==> config.mk <==
export PLATFORM = sky130hd
export DESIGN_NAME = phase_timing_generator
export DESIGN_NICKNAME = d
export VERILOG_FILES = /design/src/rtl/phase_timing_generator.sv
export SDC_FILE = /design/constraint.sdc
export NUM_CORES = 1
export LEC_CHECK = 0
export ABC_AREA = 1
export CORE_MARGIN = 3
export CORE_UTILIZATION = 50
export CTS_BUF_LIST = sky130_fd_sc_hd__clkbuf_8
export CTS_CLUSTER_SIZE = 10
export DETAILED_ROUTE_END_ITERATION = 8
export GPL_TIMING_DRIVEN = 0
export PLACE_DENSITY = 0.84
export SLEW_MARGIN = 20
export SYNTH_ARGS = -nofsm -noshare
export SYNTH_HDL_FRONTEND = slang
export SYNTH_SLANG_ARGS = --single-unit
export TNS_END_PERCENT = 100
==> constraint.sdc <==
create_clock -name sys_clock -period 1.5 [get_ports sys_clock]
set_input_delay 0.3 -clock sys_clock [delete_from_list [all_inputs] [get_ports sys_clock]]
set_output_delay 0.3 -clock sys_clock [all_outputs]
set_load 0.01 [all_outputs]
==> src/rtl/phase_timing_generator.sv <==
// Two-phase machine clock generator with edge strobes and T-state sequencer.
// Latency: all outputs registered, decoded from the next phase-counter value.
// Backpressure: RDY low at the phase_2 start stalls the following machine cycle.
//
// Ports:
//   sys_clock, reset    - clock and synchronous active-high reset
//   ready, last_cycle   - RDY and end-of-instruction from decode, sampled at phase_2 start
//   phase_1, phase_2    - non-overlapping phase windows
//   phase_1_rising, phase_2_rising, phase_2_falling - one-cycle edge strobes
//   t_state, sync       - instruction timing state and opcode-fetch flag
//   stall, seq_error    - stalled machine cycle flag and sticky T-state overrun flag
module phase_timing_generator #(
  parameter int PHASE_LEN = 4,
  parameter int DEAD_TIME = 1,
  parameter int MAX_T     = 6
) (
  input  logic       sys_clock,
  input  logic       reset,
  input  logic       ready,
  input  logic       last_cycle,
  output logic       phase_1,
  output logic       phase_2,
  output logic       phase_1_rising,
  output logic       phase_2_rising,
  output logic       phase_2_falling,
  output logic [2:0] t_state,
  output logic       sync,
  output logic       stall,
  output logic       seq_error
);

  localparam int P  = 2 * PHASE_LEN;
  localparam int CW = $clog2(P);

  localparam logic [CW-1:0] CNT_LAST = CW'(P - 1);
  localparam logic [CW-1:0] P1_START = CW'(DEAD_TIME);
  localparam logic [CW-1:0] P1_END   = CW'(PHASE_LEN - 1);
  localparam logic [CW-1:0] P2_START = CW'(PHASE_LEN + DEAD_TIME);
  localparam logic [2:0]    T_MAX    = 3'(MAX_T);

  logic [CW-1:0] cnt;
  logic [CW-1:0] cnt_nxt;
  logic          started;
  logic          started_nxt;
  logic          wrap;
  logic          rdy_q;
  logic          last_q;

  always_comb begin
    wrap        = (cnt == CNT_LAST);
    cnt_nxt     = wrap ? '0 : cnt + CW'(1);
    started_nxt = started | wrap;
  end

  // Phase counter and phase decode. Decoding from cnt_nxt lets the
  // registered outputs line up with the counter value they describe.
  always_ff @(posedge sys_clock) begin
    if (reset) begin
      cnt             <= '0;
      started         <= 1'b0;
      phase_1         <= 1'b0;
      phase_2         <= 1'b0;
      phase_1_rising  <= 1'b0;
      phase_2_rising  <= 1'b0;
      phase_2_falling <= 1'b0;
    end else begin
      cnt             <= cnt_nxt;
      started         <= started_nxt;
      phase_1         <= (cnt_nxt >= P1_START) && (cnt_nxt <= P1_END);
      // Upper bound P-1 is implied by the counter range.
      phase_2         <= (cnt_nxt >= P2_START);
      phase_1_rising  <= (cnt_nxt == P1_START);
      phase_2_rising  <= (cnt_nxt == P2_START);
      phase_2_falling <= (cnt_nxt == '0) && started_nxt;
    end
  end

  // T-state sequencer. Inputs are sampled on the phase_2 start edge and
  // acted upon at the end of the machine cycle, so mid-cycle glitches on
  // ready/last_cycle have no effect.
  always_ff @(posedge sys_clock) begin
    if (reset) begin
      rdy_q     <= 1'b1;
      last_q    <= 1'b0;
      t_state   <= '0;
      sync      <= 1'b1;
      stall     <= 1'b0;
      seq_error <= 1'b0;
    end else begin
      if (cnt_nxt == P2_START) begin
        rdy_q  <= ready;
        last_q <= last_cycle;
      end
      if (wrap) begin
        if (!rdy_q) begin
          // Stall wins over last_cycle; decode must re-assert it next cycle.
          stall <= 1'b1;
        end else if (last_q) begin
          t_state <= '0;
          sync    <= 1'b1;
          stall   <= 1'b0;
        end else if (t_state == T_MAX) begin
          seq_error <= 1'b1;
          stall     <= 1'b0;
        end else begin
          // t_state < MAX_T <= 7 here, so the increment never lands on 0.
          t_state <= t_state + 3'd1;
          sync    <= 1'b0;
          stall   <= 1'b0;
        end
      end
    end
  end

endmodule

==> impl_results.md <==
- Hold Path Depth: 2
- Crit path required time: about 1200 ps
- Share of cells above drive strength 1: 16.84%
- DRT antenna net count: 0
- Hold EP: cnt[1]
- DRT Pass-1 Iters: 4
- Congestion Overflow GR: 0
- Max-cap violations: 0
- Setup violators final: 0
- Status: completed
- GP Congestion: 0.7421
- Arrival time worst endpoint: approximately 1100 ps
- Tmin final: about 1400 ps
- Slowest library cell on the worst path: clkdlybuf4s50_1
- Crit Reg-Reg Startpoint: cnt[0]
- Most common cell after layout, fill and taps aside: dfxtp_1
- Post-CTS Hold Fix Bufs: 0
- Fill count: 101
- DRT iter0 DRCs: 5
- Area Overhead vs Synth: 29.34%
- Skew final: 2.250 ps
- Multi-input gate area: 287.8 um2
- Hold Crit Start: reset
- Max rail drop VDD: 0.0007730 V
- Avg Cell Area, Syn: 8.694 um2
- Hold Fails Final Rpt: 0
- Vias/cell: 4.982
- First-pass GRT wire length: 2.056 mm
- Vias in the first global route: 513
- Most frequent cells in the layout: dfxtp_1, nor2_1, clkdlybuf4s50_1, nand2_1, inv_1
- Reg-to-Reg End: last_q
- Max Root-Sink Buffers: 2
- Starting density of the core: 57.17%
- Leakage: 0.3872 nW
- Crit Path Max Fanout: 4
- IO Pins: 15
- Root Buffer: clkbuf_8
- Slew headroom: 85.51%
- Top Family by Delay on Critical Path: buffers and inverters
- Post-Synthesis Cells: 78
- Final worst path period share: 95.92%
- Die width: between 40 and 50 um
- Largest net degree at the start of global routing: 11
- Die Area: between 1500 and 2000 um2
- Ys Warns: 0
- Worst slew pin tran: 215.9 ps
- Detailed Route WL: 1.122 mm
- Hpwl dp: 868 um
- CTS Sinks: 17
- Core Area: ~1200 um2
- Chip height: 42.83 um
- Buf/Inv on CP: 1
- Crit end category: primary output
- TritonCTS buffer count: 3
- Crit path largest cell delay: 530 ps
- Distinct cells, synth: 18
- Worst path depth: 1
- Nets@finish: between 100 and 150
- Mapped Nets: 88
- Setup Fix Bufs, Post-CTS: 0
- Post-DR wirelength/cell: 10.29 um
- Reg clk slew, reported paths: 60 ps
- DRC Markers: 0
- Final Max Slew Viols: 0
- CTS tree: built
- H-tree levels: 1
- Critical path startpoint category: register
- Register area: approximately 340 um2
- IO Port Bufs: 13
- Pwr dens: roughly 1000 nW/um2
- RSZ-0062 raised after global routing: no
- Num rows: 12
- Worst-Skew Late Latency: 250 ps
- Sequential area share after synthesis: 50.18%
- FF-to-FF setup slack: 160 ps
- Syn Std Cell Area: 678.2 um2
- Tot GR Track Use: 15.00%
- FMAX: approximately 690 MHz
- Worst setup path category: register to primary output
- Via Count: 543
- Pwr Total: 0.9154 mW
- Critical-path cell list: clkdlybuf4s50_1
- # diodes: 0
- Final setup TNS: 0 ps
- R2r worst-path depth: 5
- Seq cells post-synth: 17
- Hold WC Path Type: input pin to register
- Initial antenna violation count: 0
registers in the layout, indices dropped and copies added, names as in the netlist:
name             flops
cnt                  3
t_state              3
last_q               1
phase_1              1
phase_1_rising       1
phase_2              1
phase_2_falling      1
phase_2_rising       1
rdy_q                1
seq_error            1
stall                1
started              1
sync                 1
routing by layer:
layer | track usage (%) | share of wire (%) | routed length (um) | vias to the layer above
met5 | 0 | 0 | 0 | -
met4 | 10.56 | 1.7 | 19 | 0
met3 | 5.085 | 3.9 | 44 | 4
met2 | 25.45 | 53 | 600 | 8
met1 | 15.03 | 41 | 458 | 253
li1 | - | - | - | 278
logic make-up after synthesis:
family / share of synthesized area [%]
adder cells (fa/ha/maj): 11.07
AND/OR/NAND/NOR: 26.01
flip-flops: 50.19
buffers and inverters: 7.382
AO/OA/AOI/OAI: 5.351
power by group:
part / total [mW] / switching, mW / leakage [nW] / internal, mW
clock: 0.336 / 0.152 / 0.0255 / 0.184
sequential: 0.485 / 0.0109 / 0.140 / 0.474
combinational: 0.0944 / 0.0489 / 0.222 / 0.0455
worst max-delay path by stage:
stage | slack (ps) | startpoint | to
6_report | 60 | t_state[1] | t_state[1]
5_1_grt | 20 | t_state[2] | t_state[2]
4_1_cts | 5 | t_state[1] | t_state[1]
3_5_place_dp | 170 | cnt[0] | last_q
3_3_place_gp | 190 | cnt[0] | last_q
2_1_floorplan | 270 | cnt[0] | last_q
area by class of cell:
| type | instances | share of cell area (%) |
|---|---|---|
| inverter | 10 | 4.850 |
| sequential | 17 | 39.09 |
| clock inverter | 1 | 0.5706 |
| tap | 14 | 1.997 |
| clock buffer | 3 | 4.708 |
| buffer | 1 | 0.8559 |
| timing repair buffer | 13 | 15.12 |
| multi-input combinational | 50 | 32.81 |
through the flow:
stage	area (um2)	worst slack (ps)	cells	hold WS [ps]	util [%]
4_1_cts	872.1	4.888	109	292.1	73.52
3_5_place_dp	825.8	167.0	105	452.4	69.62
6_report	877.1	61.15	109	296.2	73.95
5_1_grt	877.1	21.55	109	300.1	73.95
3_3_place_gp	825.8	190.1	105	438.8	69.62
2_1_floorplan	678.2	272.5	78	435.2	-
cell usage after synthesis:
cell type	instances	area [um2]
a21o_1	1	7.510
a21oi_1	2	10.01
a21oi_2	1	8.760
buf_4	1	7.510
clkinv_4	1	8.760
dfxtp_1	17	340.3
ha_1	6	75.07
inv_1	7	26.28
inv_2	2	7.510
nand2_1	11	41.29
nand2_2	1	6.260
nand3_1	5	25.02
nand3_2	2	20.02
nor2_1	12	45.04
nor2_2	2	12.51
nor3_1	4	20.02
o21ai_1	2	10.01
or2_1	1	6.260
what timing repair did:
action,4_1_cts,5_1_grt
gates resized for setup,0,3
setup endpoints to repair,0,3
endpoints found under the hold margin,0,0
(Power assumes the default switching activity.)
